<file path="src/rtl/branch_pkg.sv">
// Shared definitions for the branch comparator scheduler.
// Contents:
//   - funct3 encodings of the conditional branches
//   - scheduler state enum (IDLE -> CMP -> RSP)
//   - requester id enum (branch unit / ALU set-less-than path)
//   - helper that derives the comparator's unsigned-mode bit from a branch funct3
package branch_pkg;

    localparam logic [2:0] F3_BEQ  = 3'b000;
    localparam logic [2:0] F3_BNE  = 3'b001;
    localparam logic [2:0] F3_BLT  = 3'b100;
    localparam logic [2:0] F3_BGE  = 3'b101;
    localparam logic [2:0] F3_BLTU = 3'b110;
    localparam logic [2:0] F3_BGEU = 3'b111;

    typedef enum logic [1:0] {
        IDLE = 2'd0,
        CMP  = 2'd1,
        RSP  = 2'd2
    } state_t;

    typedef enum logic {
        REQ_BR  = 1'b0,
        REQ_SLT = 1'b1
    } req_id_t;

    // BLTU/BGEU (and the illegal 01x codes) carry funct3[1] = 1. The
    // comparator only needs the unsigned flag; legality is decided later.
    function automatic logic branchIsUnsigned(input logic [2:0] funct3);
        return funct3[1];
    endfunction

endpackage

</file>
<file path="src/rtl/branch_cmp_sched_if.sv">
// Bundle of the requester handshakes and the comparator bus around
// branch_cmp_sched.
//   slave  : the scheduler (consumes requests and comparator flags,
//            drives dones/results and comparator operands)
//   master : the surrounding core (branch unit, ALU SLT path, comparator)
interface branch_cmp_sched_if #(
    parameter int XLEN = 32
);
    // branch unit
    logic            br_req;
    logic [2:0]      br_funct3;
    logic [XLEN-1:0] br_rs1;
    logic [XLEN-1:0] br_rs2;
    logic            br_done;
    logic            br_taken;
    logic            br_illegal;
    // ALU set-less-than path
    logic            slt_req;
    logic            slt_unsigned;
    logic [XLEN-1:0] slt_a;
    logic [XLEN-1:0] slt_b;
    logic            slt_done;
    logic            slt_result;
    // shared comparator
    logic [XLEN-1:0] cmp_a;
    logic [XLEN-1:0] cmp_b;
    logic            cmp_brun;
    logic            cmp_brlt;
    logic            cmp_breq;

    modport slave (
        input  br_req, br_funct3, br_rs1, br_rs2,
        output br_done, br_taken, br_illegal,
        input  slt_req, slt_unsigned, slt_a, slt_b,
        output slt_done, slt_result,
        output cmp_a, cmp_b, cmp_brun,
        input  cmp_brlt, cmp_breq
    );

    modport master (
        output br_req, br_funct3, br_rs1, br_rs2,
        input  br_done, br_taken, br_illegal,
        output slt_req, slt_unsigned, slt_a, slt_b,
        input  slt_done, slt_result,
        input  cmp_a, cmp_b, cmp_brun,
        output cmp_brlt, cmp_breq
    );

endinterface

</file>
<file path="src/rtl/branch_decision.sv">
// Combinational branch decision from comparator flags.
// Ports:
//   funct3  in  3  branch funct3
//   lt      in  1  comparator BrLT
//   eq      in  1  comparator BrEq
//   taken   out 1  branch outcome
//   illegal out 1  funct3 is 010/011 (not a branch); taken forced to 0
module branch_decision
    import branch_pkg::*;
(
    input  logic [2:0] funct3,
    input  logic       lt,
    input  logic       eq,
    output logic       taken,
    output logic       illegal
);

    always_comb begin
        taken   = 1'b0;
        illegal = 1'b0;
        case (funct3)
            F3_BEQ:           taken   = eq;
            F3_BNE:           taken   = !eq;
            F3_BLT,  F3_BLTU: taken   = lt;
            F3_BGE,  F3_BGEU: taken   = !lt;
            default:          illegal = 1'b1;
        endcase
    end

endmodule

</file>
<file path="src/rtl/branch_cmp_sched.sv">
// Time-shares the single branch comparator between the branch unit and the
// ALU set-less-than path.
// A granted request latches its operands onto cmp_a/cmp_b/cmp_brun, the
// comparator flags are sampled one cycle later, and the winner gets a
// one-cycle done pulse with its result the cycle after that
// (IDLE -> CMP -> RSP -> IDLE, one comparison every 3 cycles).
// Contention is resolved round-robin on the last granted requester.
// Ports:
//   clk          in   core clock, rising edge
//   rst_n        in   asynchronous active-low reset
//   bus          slave modport of branch_cmp_sched_if (requests, results,
//                comparator operands and flags)
//   cnt_clr      in   synchronous clear of the statistics counters
//   br_cnt       out  branches resolved (wrapping)
//   br_taken_cnt out  branches taken (wrapping)
module branch_cmp_sched
    import branch_pkg::*;
#(
    parameter int XLEN  = 32,
    parameter int CNT_W = 16
) (
    input  logic             clk,
    input  logic             rst_n,
    branch_cmp_sched_if.slave bus,
    input  logic             cnt_clr,
    output logic [CNT_W-1:0] br_cnt,
    output logic [CNT_W-1:0] br_taken_cnt
);

    state_t          stateReg,       stateNext;
    req_id_t         lastWinnerReg,  lastWinnerNext;
    req_id_t         winnerReg,      winnerNext;
    logic [2:0]      funct3Reg,      funct3Next;
    logic [XLEN-1:0] cmpAReg,        cmpANext;
    logic [XLEN-1:0] cmpBReg,        cmpBNext;
    logic            cmpBrunReg,     cmpBrunNext;
    logic            brDoneReg,      brDoneNext;
    logic            brTakenReg,     brTakenNext;
    logic            brIllegalReg,   brIllegalNext;
    logic            sltDoneReg,     sltDoneNext;
    logic            sltResultReg,   sltResultNext;
    logic [CNT_W-1:0] brCntReg,      brCntNext;
    logic [CNT_W-1:0] brTakenCntReg, brTakenCntNext;

    logic grantBr;
    logic grantSlt;
    logic decTaken;
    logic decIllegal;

    // The branch unit wins alone, or under contention when SLT went last.
    assign grantBr  = bus.br_req && (!bus.slt_req || (lastWinnerReg == REQ_SLT));
    assign grantSlt = bus.slt_req && !grantBr;

    // funct3Reg still holds the granted branch's funct3 during CMP; for an
    // SLT grant the decision output is simply ignored.
    branch_decision u_decision (
        .funct3  (funct3Reg),
        .lt      (bus.cmp_brlt),
        .eq      (bus.cmp_breq),
        .taken   (decTaken),
        .illegal (decIllegal)
    );

    always_ff @(posedge clk or negedge rst_n) begin
        if (!rst_n) begin
            stateReg      <= IDLE;
            lastWinnerReg <= REQ_SLT;
            winnerReg     <= REQ_BR;
            funct3Reg     <= 3'b000;
            cmpAReg       <= '0;
            cmpBReg       <= '0;
            cmpBrunReg    <= 1'b0;
            brDoneReg     <= 1'b0;
            brTakenReg    <= 1'b0;
            brIllegalReg  <= 1'b0;
            sltDoneReg    <= 1'b0;
            sltResultReg  <= 1'b0;
            brCntReg      <= '0;
            brTakenCntReg <= '0;
        end else begin
            stateReg      <= stateNext;
            lastWinnerReg <= lastWinnerNext;
            winnerReg     <= winnerNext;
            funct3Reg     <= funct3Next;
            cmpAReg       <= cmpANext;
            cmpBReg       <= cmpBNext;
            cmpBrunReg    <= cmpBrunNext;
            brDoneReg     <= brDoneNext;
            brTakenReg    <= brTakenNext;
            brIllegalReg  <= brIllegalNext;
            sltDoneReg    <= sltDoneNext;
            sltResultReg  <= sltResultNext;
            brCntReg      <= brCntNext;
            brTakenCntReg <= brTakenCntNext;
        end
    end

    always_comb begin
        // Hold everything by default; dones are pulses and default low.
        stateNext      = stateReg;
        lastWinnerNext = lastWinnerReg;
        winnerNext     = winnerReg;
        funct3Next     = funct3Reg;
        cmpANext       = cmpAReg;
        cmpBNext       = cmpBReg;
        cmpBrunNext    = cmpBrunReg;
        brDoneNext     = 1'b0;
        brTakenNext    = brTakenReg;
        brIllegalNext  = brIllegalReg;
        sltDoneNext    = 1'b0;
        sltResultNext  = sltResultReg;
        brCntNext      = brCntReg;
        brTakenCntNext = brTakenCntReg;

        case (stateReg)
            IDLE: begin
                if (grantBr) begin
                    cmpANext       = bus.br_rs1;
                    cmpBNext       = bus.br_rs2;
                    cmpBrunNext    = branchIsUnsigned(bus.br_funct3);
                    funct3Next     = bus.br_funct3;
                    winnerNext     = REQ_BR;
                    lastWinnerNext = REQ_BR;
                    stateNext      = CMP;
                end else if (grantSlt) begin
                    cmpANext       = bus.slt_a;
                    cmpBNext       = bus.slt_b;
                    cmpBrunNext    = bus.slt_unsigned;
                    winnerNext     = REQ_SLT;
                    lastWinnerNext = REQ_SLT;
                    stateNext      = CMP;
                end
            end
            CMP: begin
                // Operands have been stable for a full cycle; the comparator
                // is combinational so its flags are valid at this edge.
                if (winnerReg == REQ_BR) begin
                    brDoneNext    = 1'b1;
                    brTakenNext   = decTaken;
                    brIllegalNext = decIllegal;
                end else begin
                    sltDoneNext   = 1'b1;
                    sltResultNext = bus.cmp_brlt;
                end
                stateNext = RSP;
            end
            RSP: begin
                // br_done is high during this cycle; the statistics count it
                // at the edge that ends the pulse.
                if (brDoneReg) begin
                    brCntNext = brCntReg + CNT_W'(1);
                    if (brTakenReg) begin
                        brTakenCntNext = brTakenCntReg + CNT_W'(1);
                    end
                end
                stateNext = IDLE;
            end
            default: stateNext = IDLE;
        endcase

        // A clear coinciding with an increment leaves the counters at 0.
        if (cnt_clr) begin
            brCntNext      = '0;
            brTakenCntNext = '0;
        end
    end

    assign bus.cmp_a      = cmpAReg;
    assign bus.cmp_b      = cmpBReg;
    assign bus.cmp_brun   = cmpBrunReg;
    assign bus.br_done    = brDoneReg;
    assign bus.br_taken   = brTakenReg;
    assign bus.br_illegal = brIllegalReg;
    assign bus.slt_done   = sltDoneReg;
    assign bus.slt_result = sltResultReg;
    assign br_cnt         = brCntReg;
    assign br_taken_cnt   = brTakenCntReg;

endmodule
</file>
<file path="src/flat_wrapper.sv">
// flat-port wrapper written by rule: the top's interface ports become plain ports
module branch_cmp_sched_flat import branch_pkg::*;
#(
    parameter int XLEN  = 32,
    parameter int CNT_W = 16
)
  (clk, rst_n, cnt_clr, br_cnt, br_taken_cnt, bus_br_req, bus_br_funct3, bus_br_rs1, bus_br_rs2, bus_br_done, bus_br_taken, bus_br_illegal, bus_slt_req, bus_slt_unsigned, bus_slt_a, bus_slt_b, bus_slt_done, bus_slt_result, bus_cmp_a, bus_cmp_b, bus_cmp_brun, bus_cmp_brlt, bus_cmp_breq);
  branch_cmp_sched_if #(.XLEN(XLEN)) bus_i ();
  input  logic clk;
  input  logic rst_n;
  input  logic cnt_clr;
  output logic [CNT_W-1:0] br_cnt;
  output logic [CNT_W-1:0] br_taken_cnt;
  input wire logic [$bits(bus_i.br_req)-1:0] bus_br_req;
  input wire logic [$bits(bus_i.br_funct3)-1:0] bus_br_funct3;
  input wire logic [$bits(bus_i.br_rs1)-1:0] bus_br_rs1;
  input wire logic [$bits(bus_i.br_rs2)-1:0] bus_br_rs2;
  output wire logic [$bits(bus_i.br_done)-1:0] bus_br_done;
  output wire logic [$bits(bus_i.br_taken)-1:0] bus_br_taken;
  output wire logic [$bits(bus_i.br_illegal)-1:0] bus_br_illegal;
  input wire logic [$bits(bus_i.slt_req)-1:0] bus_slt_req;
  input wire logic [$bits(bus_i.slt_unsigned)-1:0] bus_slt_unsigned;
  input wire logic [$bits(bus_i.slt_a)-1:0] bus_slt_a;
  input wire logic [$bits(bus_i.slt_b)-1:0] bus_slt_b;
  output wire logic [$bits(bus_i.slt_done)-1:0] bus_slt_done;
  output wire logic [$bits(bus_i.slt_result)-1:0] bus_slt_result;
  output wire logic [$bits(bus_i.cmp_a)-1:0] bus_cmp_a;
  output wire logic [$bits(bus_i.cmp_b)-1:0] bus_cmp_b;
  output wire logic [$bits(bus_i.cmp_brun)-1:0] bus_cmp_brun;
  input wire logic [$bits(bus_i.cmp_brlt)-1:0] bus_cmp_brlt;
  input wire logic [$bits(bus_i.cmp_breq)-1:0] bus_cmp_breq;
  assign bus_i.br_req = bus_br_req;
  assign bus_i.br_funct3 = bus_br_funct3;
  assign bus_i.br_rs1 = bus_br_rs1;
  assign bus_i.br_rs2 = bus_br_rs2;
  assign bus_br_done = bus_i.br_done;
  assign bus_br_taken = bus_i.br_taken;
  assign bus_br_illegal = bus_i.br_illegal;
  assign bus_i.slt_req = bus_slt_req;
  assign bus_i.slt_unsigned = bus_slt_unsigned;
  assign bus_i.slt_a = bus_slt_a;
  assign bus_i.slt_b = bus_slt_b;
  assign bus_slt_done = bus_i.slt_done;
  assign bus_slt_result = bus_i.slt_result;
  assign bus_cmp_a = bus_i.cmp_a;
  assign bus_cmp_b = bus_i.cmp_b;
  assign bus_cmp_brun = bus_i.cmp_brun;
  assign bus_i.cmp_brlt = bus_cmp_brlt;
  assign bus_i.cmp_breq = bus_cmp_breq;
  branch_cmp_sched #(.XLEN(XLEN), .CNT_W(CNT_W)) u_core (.clk(clk), .rst_n(rst_n), .bus(bus_i), .cnt_clr(cnt_clr), .br_cnt(br_cnt), .br_taken_cnt(br_taken_cnt));
endmodule
</file>
<file path="config.mk">
export PLATFORM = sky130hd
export DESIGN_NAME = branch_cmp_sched_flat
export DESIGN_NICKNAME = d
export VERILOG_FILES = /design/src/rtl/branch_pkg.sv /design/src/rtl/branch_cmp_sched_if.sv /design/src/rtl/branch_decision.sv /design/src/rtl/branch_cmp_sched.sv /design/src/flat_wrapper.sv
export SDC_FILE = /design/constraint.sdc
export NUM_CORES = 1
export LEC_CHECK = 0
export BUFFER_PORTS_ARGS = -buffer_cell sky130_fd_sc_hd__buf_2
export CORE_MARGIN = 1
export CORE_UTILIZATION = 47
export CTS_BUF_LIST = sky130_fd_sc_hd__clkbuf_8 sky130_fd_sc_hd__clkbuf_16
export DETAILED_ROUTE_END_ITERATION = 12
export PLACE_DENSITY_LB_ADDON = 0.05
export SETUP_SLACK_MARGIN = 0.4
export SYNTH_ARGS = -nofsm -noshare
export SYNTH_HDL_FRONTEND = slang
export SYNTH_HIERARCHICAL = 1
export SYNTH_SLANG_ARGS = --single-unit
</file>
<file path="constraint.sdc">
create_clock -name clk -period 1.9 [get_ports clk]
set_input_delay 0.285 -clock clk [delete_from_list [all_inputs] [get_ports clk]]
set_output_delay 0.285 -clock clk [all_outputs]
set_load 0.01 [all_outputs]
</file>
==> impl_metrics.toml, run 1 <==
[route]
drt.antenna.violating_nets = 0
via_per_inst = 5.31
first_iter_violations = 260
drt-wirelength-per-cell_microns = 17.6
drc = 0
firstDrtPassIters = 5
wirelength_mm = 15.8
vias = 4768

[power]
p_clk_frac = 0.148
p_total_uw = 9370
switchingPower_uw = 3570
power_leakage_uw = 0.00367
p_seq_frac = 0.386
intPower_uw = 5800
swShare = 0.381
combPwrFrac = 0.466
peakVddDrop_mv = 0.642
powerDensity_mw_per_mm2 = 1260

[timing]
relSlewSlack = 0.730
grt_setup_unrepaired = "true"
hold_viol_final = 0
fin_crit_ns = 1.64
fin_ws_ns = 0.258
setup_viol = 0
fin_skew_ns = 0.0165
post-route-period-util = 0.864
max_freq_mhz = 609
worstMarginPinSlew_ns = 0.403
slew_viol_final = 0
fin_setup_tns_ns = 0

[worst_setup_path]
path_class = "reg -> reg"
start_kind = "flip-flop"
cp.required_ns = 2.19
cp_cell_sequence = "and4b_2 -> o2111ai_4 -> or4_1 -> a21oi_1"
crit_path_max_fanout = 5
cp_slowest_cell = "or4_1"
max_stage_delay_ns = 0.49
crit_arrival_ns = 1.93
endpoint_kind = "flip-flop"

[placement]
place_ws_ns = 0.228
hpwl_mm = 9.55
placed_area_sq_mm = 0.00648
gp_congestion = 0.805
port_buffers = 240

[die]
die-area_sq_mm = 0.0112
row_count = 37
start_util = 0.489
ios = 241
die_y_microns = 106
die_width_microns = 106
core_area_sq_mm = 0.0104

[global_routing]
grt.busiest_layer = "met2"
grt_max_degree = 134
grt_pass1_vias = 4349
grt_util_all_layers = 0.235
grt_util_met3 = 0.0433
use_met1 = 0.292
use_met2 = 0.410
antenna_found_initial = 0
grt_pass1_wl_mm = 20.7
gr-total-overflow = 0

[finish]
final_cell_mix = "239 x buf_2, 100 x dfrtp_1, 80 x nor2_1"
final_layout_size_suffix_gt1_frac = 0.478
final_common_cell = "buf_2"
n_antenna_cell = 0
syn2layout_area_growth_pct = 46.5
design_area_sq_mm = 0.00742
nets = 898

[yosys]
yosys-top-cells-area = "dfrtp_1 53%, mux2i_1 13%, a21oi_1 7.7%, nor2_1 6.3%, xor2_1 2.1%"
async_reset_ff_frac = 1.00
yosysTopAreaCell = "dfrtp_1"
yosysSeqAreaShare = 0.539
synth_nets = 624
syn_inst = 483
ys_seq_elements = 109
avgSynthCellArea_sq_um = 10.5
synth_flop_cell = "dfrtp_1"
syn_area_sq_mm = 0.00507
synth-warning-count = 6
synth_top_area_share = 0.533
synth_edf_count = 0
ys_types = 38

[cts]
ctsHtreeMaxLevel = 3
cts_buffer_depth = 2
cts_tree = "yes"
clkLatencyLatePin_ns = 0.36
clock-sinks = 109
clock-root-buffer = "clkbuf_8"
cts_buffers = 9
path_clk_slew_ns = 0.11

[run_status]
status = "finished clean"

[job]
max_cap_viol_count = 0

[hold_path]
hp-class = "in -> reg"
worst max-delay path: cells and delay by family (launching register included):
kind | cells | cell delay, ns
flip-flops | 1 | 0.42
AO/OA/AOI/OAI | 2 | 0.29
AND/OR/NAND/NOR | 2 | 0.85
cell usage after synthesis (4+ instances only):
master and count:
a21oi_1 78, and3_1 5, buf_2 14, clkbuf_1 10, dfrtp_1 108, mux2_2 7, mux2i_1 66, nand2_1 12
nand3_1 7, nand4_1 10, nor2_1 85, nor2b_1 4, o21a_1 4, o21ai_0 8, o31ai_1 4, or3_1 9
or4_1 4, xnor2_1 6, xor2_1 12
stage by stage:
stage                     utilization  hold slack [ns]  instances
after floorplan                     -          -0.0106        483
after global placement          0.625            0.298        841
after detailed placement        0.625            0.294        841
after CTS                       0.656            0.157        871
after global routing            0.716            0.155        898
final                           0.716            0.173        898
kinds of logic (layout without fill, tap and decap cells):
family                     Yosys count  in the layout  share of synthesized area
muxes                               73             73                      0.146
DFF                                109            109                      0.539
AOI/OAI and AO/OA                  101            102                      0.113
buffers and inverters               31            309                     0.0279
xor gates and xnor gates            18             18                     0.0311
adders and majority gates            2              2                    0.00494
and+or+nand+nor                    149            149                      0.139
power by group through the flow:
stage	Clock (uW)	Sequential, uW	Combinational, uW
after CTS	1420	3590	3220
after detailed placement	0	3610	3180
after floorplan	0	3940	1530
final	1390	3620	4370
after global placement	0	3580	3120
after global routing	1500	3700	4670
metal layers:
metal,share of wire,wire length (microns),vias up
met2,0.53,8350,162
met1,0.41,6490,2343
met5,0,0,-
met4,0.011,178,0
li1,-,-,2251
met3,0.050,782,12
cell type report:
cell class | count | area [sq um]
fillers | 802 | 2950
clock buffers | 11 | 151
clock inverters | 5 | 40.0
multi-input cells | 344 | 2420
inverters | 3 | 11.3
flip-flops and latches | 109 | 2740
well taps | 136 | 170
repair buffers | 290 | 1890
registers in the layout, indices dropped and copies added (netlist names):
register               flops
u_core/winnerReg           1
u_core/bus.slt_result      1
u_core/bus.br_taken        1
u_core/bus.br_done         1
u_core/funct3Reg           3
u_core/bus.slt_done        1
u_core/bus.br_illegal      1
u_core/br_cnt             16
u_core/stateReg            2
u_core/br_taken_cnt       16
u_core/bus.cmp_a          32
u_core/lastWinnerReg       1
u_core/bus.cmp_brun        1
u_core/bus.cmp_b          32
final timing paths:
check / startpoint / to / slack [ns] / cells past startpoint
max: u_core/stateReg[0]$_DFFE_PN0P_ / u_core/br_taken_cnt[13]$_DFFE_PN0P_ / 0.26 / 4
min: bus_br_funct3[2] / u_core/funct3Reg[2]$_DFFE_PN0P_ / 0.17 / 2
max reg2reg: u_core/stateReg[0]$_DFFE_PN0P_ / u_core/br_taken_cnt[13]$_DFFE_PN0P_ / 0.26 / 4
min reg2reg: u_core/bus.br_illegal$_DFFE_PN0P_ / u_core/bus.br_illegal$_DFFE_PN0P_ / 0.51 / 1
max in group asynchronous: rst_n / u_core/lastWinnerReg$_DFFE_PN1P_ / 1.08 / 3
min in group asynchronous: rst_n / u_core/br_cnt[5]$_DFFE_PN0P_ / 0.43 / 3
what timing repair did:
item / in CTS / in global routing
pin swaps: 4 / 16
hold endpoints to repair: 108 / 0
buffers inserted: 13 / 11
setup endpoints to repair: 14 / 94
cloned: 0 / 16
resized for setup: 10 / 61
hold buffers: 1 / 0
Note: power is estimated with default switching activity, not from simulation.
==> inputs of run 2 (changes only) <==
Settings changed: ABC_AREA set to 1, CORE_UTILIZATION 47 to 48, SYNTH_HIERARCHICAL 1 to unset.
==> run 2 against run 1 <==
  * Sequential share of layout area down 0.30 points
  * Power up 0.79%
  * Utilization down 6.2 points
  * Die area up 8.5%
  * Non-clock buffer count down 30
  * Maximum frequency up 14%
  * Via count up 16%
  * Largest cell class unchanged
  * Highest routed layer unchanged
==> impl_metrics.toml, run 2 <==
[run_status]
status = "finished clean"

[yosys]
yosysSeqAreaShare = 0.485
synth-warning-count = 0
async_reset_ff_frac = 1.00
ys_types = 31
synth_top_area_share = 0.481
yosys-top-cells-area = "dfrtp_1 48%, nand2_1 22%, inv_1 6.3%, o21ai_1 4.6%, nor2_1 4.3%"
ys_seq_elements = 109
yosysMostFrequentCell = "nand2_1"
syn_area_sq_mm = 0.00562
netlist_top_cells_count = "337 x nand2_1, 108 x dfrtp_1, 94 x inv_1"
synth_edf_count = 0
synth_nets = 926
avgSynthCellArea_sq_um = 7.16
yosysTopAreaCell = "dfrtp_1"
syn_inst = 785
synth_flop_cell = "dfrtp_1"

[die]
die_width_microns = 110
die_y_microns = 110
row_count = 39
ios = 241
die-area_sq_mm = 0.0122
core_area_sq_mm = 0.0114
start_util = 0.493

[finish]
multi_input_area_sq_mm = 0.00238
syn2layout_area_growth_pct = 32.7
seqCellArea_sq_mm = 0.00273
n_antenna_cell = 0
layout.cells.non_filler = 1172
final_cell_mix = "335 x nand2_1, 239 x buf_2, 107 x dfrtp_1"
final_layout_size_suffix_gt1_frac = 0.288
design_area_sq_mm = 0.00746
final_common_cell = "nand2_1"
nFillCells = 1119
nets = 1165

[worst_setup_path]
rr_startpoint = "u_core.stateReg[1]$_DFFE_PN0P_"
start_kind = "flip-flop"
critPathLaunch = "u_core.stateReg[1]$_DFFE_PN0P_"
cp.required_ns = 2.13
endpoint_kind = "flip-flop"
path_class = "reg -> reg"
crit_arrival_ns = 1.67
crit_path_max_fanout = 25

[timing]
worstMarginPinSlew_ns = 0.442
fin_ws_ns = 0.459
grt_setup_unrepaired = "true"
fin_skew_ns = 0.00851
max_freq_mhz = 694
slew_viol_final = 0
post-route-period-util = 0.758
hold_viol_final = 0
fin_setup_tns_ns = 0
setup_viol = 0
relSlewSlack = 0.705
fin_crit_ns = 1.44

[global_routing]
grt_pass1_vias = 4729
antenna_found_initial = 0
grt_pass1_wl_mm = 22.2
grt_util_all_layers = 0.236
grt_max_degree = 101
gr-total-overflow = 0

[power]
powerDensity_mw_per_mm2 = 1270
peakVddDrop_mv = 0.635
power_leakage_uw = 0.00418

[route]
vias = 5533
drc = 0
firstDrtPassIters = 5
via_per_inst = 4.72
wirelength_mm = 15.0
first_iter_violations = 340
drt.antenna.violating_nets = 0
drt-wirelength-per-cell_microns = 12.8

[cts]
clock-sinks = 109
clkLatencyLatePin_ns = 0.34
ctsHtreeMaxLevel = 3
cts_buffers = 9
cts_buffer_depth = 2
clock-root-buffer = "clkbuf_16"
path_clk_slew_ns = 0.07
cts_tree = "yes"

[hold_path]
hold_start = "bus_cmp_brlt"
hp-class = "in -> reg"

[placement]
placed_area_sq_mm = 0.00695
place_ws_ns = 0.354
place_inst = 1147
port_buffers = 240
gp_congestion = 0.801
hpwl_mm = 10.5

[job]
max_cap_viol_count = 0
==> run 2: cell types whose count changed after synthesis, moves of 7 or more <==
cell,delta
or3_1,-9
nand2_1,+325
inv_1,+91
nand3_1,+16
mux2i_1,-66
o21ai_0,+14
xor2_1,-11
mux2_2,-7
o21ai_1,+51
a21oi_1,-58
nor2_1,-20
==> run 2: cell type report <==
cell class / instances / area share
well taps: 143 / 0.0240
inverters: 97 / 0.0495
clock buffers: 12 / 0.0357
flip-flops and latches: 109 / 0.366
multi-input cells: 547 / 0.319
clock inverters: 4 / 0.00620
repair buffers: 260 / 0.200
==> run 2: layer usage <==
layer  GRT usage  wire [microns]
met1       0.298            6480
met2       0.395            7330
met3      0.0506             852
met4      0.0921             332
met5           0               0
==> run 2: what timing repair did <==
action / 4_1_cts / 5_1_grt
buffers inserted: 0 / 4
setup endpoints to repair: 43 / 84
cloned: 0 / 4
hold buffers: 1 / 0
resized for setup: 2 / 26
hold endpoints to repair: 28 / 0
pin swaps: 0 / 1
==> run 2: cells by family (layout without fill, tap and decap cells) <==
group	Yosys count	after routing	synth area share
adder cells (fa/ha/maj)	2	2	0.00445
buffers and inverters	129	373	0.100
AO/OA/AOI/OAI	100	100	0.0952
AND/OR/NAND/NOR	439	439	0.305
XOR/XNOR	6	6	0.00934
flip-flops	109	109	0.485
==> run 2: path summary, 6_finish.rpt <==
kind,endpoint,slack (ns),depth (start not counted)
worst max-delay path,u_core.bus.cmp_b[0]$_DFFE_PN0P_,0.46,5
worst min-delay path,u_core.bus.slt_result$_DFFE_PN0P_,0.17,3
worst max register to register,u_core.bus.cmp_b[0]$_DFFE_PN0P_,0.46,5
worst min register to register,u_core.bus.slt_result$_DFFE_PN0P_,0.48,2
max in group asynchronous,u_core.br_taken_cnt[2]$_DFFE_PN0P_,0.88,3
min in group asynchronous,u_core.bus.cmp_b[28]$_DFFE_PN0P_,0.45,2
==> run 2: critical path, cell delays in order, from the launching register on <==
cell and delay [ns]:
dfrtp_1 0.45, nor2_1 0.16, a21boi_4 0.22, buf_6 0.18, clkbuf_16 0.22, o21ai_1 0.08
==> run 2: metrics by stage <==
step / total power [uW] / hold WS (ns) / util
4_1_cts: 9120 / 0.171 / 0.638
5_1_grt: 10100 / 0.191 / 0.654
2_1_floorplan: 5830 / -0.0106 / -
3_3_place_gp: 7060 / 0.254 / 0.609
3_5_place_dp: 7140 / 0.261 / 0.609
6_report: 9440 / 0.173 / 0.654
==> run 2: where the power goes <==
part	switching, uW	internal, uW
clock network	816	1120
registers	457	3130
logic	2340	1580
total	3610	5830
==> inputs of run 3 (changes only) <==
Settings changed: ABC_AREA 1 to 0, CORE_UTILIZATION 48 to 47.
Clock period 1.9 ns to 1.4 ns, I/O delays scaled along.
==> run 3 against run 2 <==
  * The run now ends with setup timing left
  * Sequential power increased by 52%
  * Non-clock buffer count increased by 174
  * Clock skew increased by 0.017 ns
  * Hold slack got worse by 0.10 ns
  * Cell count decreased by 10%
  * Register-to-register slack got worse by 1.5 ns
  * Routed wire length increased by 130%
  * Clock-buffer cell count decreased by 3
  * Synthesized area decreased by 9.6%
  * Critical path depth unchanged
  * Global-route usage increased by 8.1 points
  * Maximum frequency decreased by 41%
  * Critical endpoint is now u_core.br_cnt[13]$_DFFE_PN0P_
  * Largest power group unchanged
==> impl_metrics.toml, run 3 <==
[die]
core_area_sq_mm = 0.0104
die_y_microns = 106
die-area_sq_mm = 0.0112
die_width_microns = 106
ios = 241
row_count = 37
start_util = 0.488

[yosys]
netlist_top_cells_count = "108 x dfrtp_1, 85 x nor2_1, 81 x a21oi_1"
yosysTopAreaCell = "dfrtp_1"
yosys-top-cells-area = "dfrtp_1 53%, mux2i_1 13%, a21oi_1 8.0%, nor2_1 6.3%, xnor2_1 2.1%"
synth-warning-count = 0
yosysSeqAreaShare = 0.537
ys_seq_elements = 109
synth_nets = 630
async_reset_ff_frac = 1.00
synth_edf_count = 0
ys_types = 44
avgSynthCellArea_sq_um = 10.4
synth_flop_cell = "dfrtp_1"
syn_area_sq_mm = 0.00508
yosysMostFrequentCell = "dfrtp_1"
synth_top_area_share = 0.532
syn_inst = 489

[cts]
cts_buffer_depth = 2
ctsHtreeMaxLevel = 3
path_clk_slew_ns = 0.14
clock-sinks = 109
cts_tree = "yes"
clock-root-buffer = "clkbuf_8"
cts_buffers = 9
clkLatencyLatePin_ns = 0.40

[route]
drt.antenna.violating_nets = 0
drc = 0
via_per_inst = 7.03
wirelength_mm = 34.3
vias = 7380
firstDrtPassIters = 7
drt-wirelength-per-cell_microns = 32.7
first_iter_violations = 1070

[worst_setup_path]
ff2ff_setup_slack_ns = -1.04
cp.required_ns = 1.64
path_class = "reg -> reg"
crit_arrival_ns = 2.68
max_stage_delay_ns = 0.81
cp_cell_sequence = "and4_1 -> o2111ai_2 -> buf_6 -> o21ai_0 -> a21oi_2"
cp_slowest_cell = "o21ai_0"
endpoint_kind = "flip-flop"
crit_path_max_fanout = 5
start_kind = "flip-flop"

[timing]
fin_skew_ns = 0.0256
post-route-period-util = 1.74
fin_crit_ns = 2.44
grt_setup_unrepaired = "true"
setup_viol = 113
max_freq_mhz = 410
slew_viol_final = 0
relSlewSlack = 0.288
worstMarginPinSlew_ns = 1.06
fin_ws_ns = -1.04
hold_viol_final = 0

[power]
p_total_uw = 18800
powerDensity_mw_per_mm2 = 1860
peakVddDrop_mv = 1.38
power_leakage_uw = 0.00481

[placement]
place_inst = 917
hpwl_mm = 10.8
gp_congestion = 0.868
port_buffers = 240

[global_routing]
antenna_found_initial = 2
grt_util_all_layers = 0.318
gr-total-overflow = 0
grt_max_degree = 35
grt_pass1_wl_mm = 27.3
grt_pass1_vias = 5446

[run_status]
violations = "setup timing"
status = "complete, but fails checks"

[job]
max_cap_viol_count = 0

[hold_path]
hp-class = "in -> reg"

[finish]
nets = 1047
nFillCells = 173
final_cell_mix = "187 x buf_2, 116 x buf_6, 96 x dfrtp_1"
layout.cells.non_filler = 1050
final_layout_size_suffix_gt1_frac = 0.708
syn2layout_area_growth_pct = 98.2
final_common_cell = "buf_2"
## run 3: changes by cell type after synthesis, moves of 9 or more
cell,previous run,this run
nand2_1,337,13
inv_1,94,10
mux2i_1,0,65
a21oi_1,20,81
o21ai_1,52,1
nor2_1,65,85
nand3_1,23,4
o21ai_0,22,7
clkbuf_1,9,18
## run 3: final timing paths
kind                                                  from                                  to  cells after the start
min in group asynchronous                            rst_n  u_core.br_taken_cnt[3]$_DFFE_PN0P_                      2
setup reg to reg              u_core.br_cnt[4]$_DFFE_PN0P_       u_core.br_cnt[13]$_DFFE_PN0P_                      5
hold / removal                            bus_br_funct3[0]     u_core.funct3Reg[0]$_DFFE_PN0P_                      2
max in group asynchronous                            rst_n    u_core.bus.cmp_a[13]$_DFFE_PN0P_                      3
hold reg to reg            u_core.bus.cmp_a[0]$_DFFE_PN0P_     u_core.bus.cmp_a[0]$_DFFE_PN0P_                      2
setup / recovery              u_core.br_cnt[4]$_DFFE_PN0P_       u_core.br_cnt[13]$_DFFE_PN0P_                      5
## run 3: cells by family (layout without fill, tap and decap cells)
logic type / Yosys count / count (layout) / synth area share
AO/OA/AOI/OAI: 104 / 104 / 0.114
XOR/XNOR: 17 / 17 / 0.0293
adder cells (fa/ha/maj): 2 / 2 / 0.00492
buffers and inverters: 38 / 460 / 0.0300
flip-flops: 109 / 109 / 0.537
multiplexers: 70 / 70 / 0.139
other: 0 / 3 / 0
AND/OR/NAND/NOR: 149 / 149 / 0.145
## run 3: layer usage
metal / up-vias / share of wire / GRT usage
li1: 2558 / - / -
met1: 3327 / 0.29 / 0.360
met2: 978 / 0.43 / 0.566
met3: 515 / 0.14 / 0.0638
met4: 2 / 0.14 / 0.162
met5: - / 0.00052 / 0
## run 3: power by group
part | internal (uW) | leakage [uW] | switching (uW)
clock network | 664 | 0.0000938 | 1340
registers | 4260 | 0.00129 | 1210
logic | 5710 | 0.00343 | 5600
total | 10600 | 0.00481 | 8140
## run 3: per-stage QoR
stage | hold slack [ns] | instance area [sq um] | util | worst slack (ns) | setup TNS (ns)
after floorplan | -0.0856 | 5590 | - | -0.242 | -2.01
after global placement | 0.181 | 7340 | 0.705 | -0.165 | -1.64
after detailed placement | 0.183 | 7340 | 0.705 | -0.188 | -2.87
after CTS | 0.0666 | 8830 | 0.848 | -0.226 | -10.78
after global routing | 0.0592 | 10100 | 0.967 | -0.880 | -34.78
final | 0.0696 | 10100 | 0.967 | -1.04 | -32.16
## run 3: layout make-up
| type | instances | area (sq um) | area share |
|---|---|---|---|
| Clock inverter | 7 | 50.0 | 0.00497 |
| Multi-Input combinational cell | 342 | 3170 | 0.315 |
| Tap cell | 136 | 170 | 0.0169 |
| Inverter | 10 | 37.5 | 0.00372 |
| Timing Repair Buffer | 434 | 3770 | 0.374 |
| Antenna cell | 3 | 7.51 | 0.000745 |
| Clock buffer | 9 | 124 | 0.0123 |
| Sequential cell | 109 | 2740 | 0.272 |
## run 3: worst max-delay path, delay by kind of cell, from the launching register on
kind / cells / cell delay, ns
flops: 1 / 0.62
buf+inv: 1 / 0.18
simple gates: 1 / 0.33
compound gates: 3 / 1.15
## run 3: repair_timing
action | in CTS | in global routing
resized for setup | 147 | 183
gates cloned | 10 | 2
pin swaps | 25 | 34
setup endpoints to repair | 209 | 210
endpoints found under the hold margin | 22 | 0
hold buffers | 1 | 0
setup buffers | 41 | 60
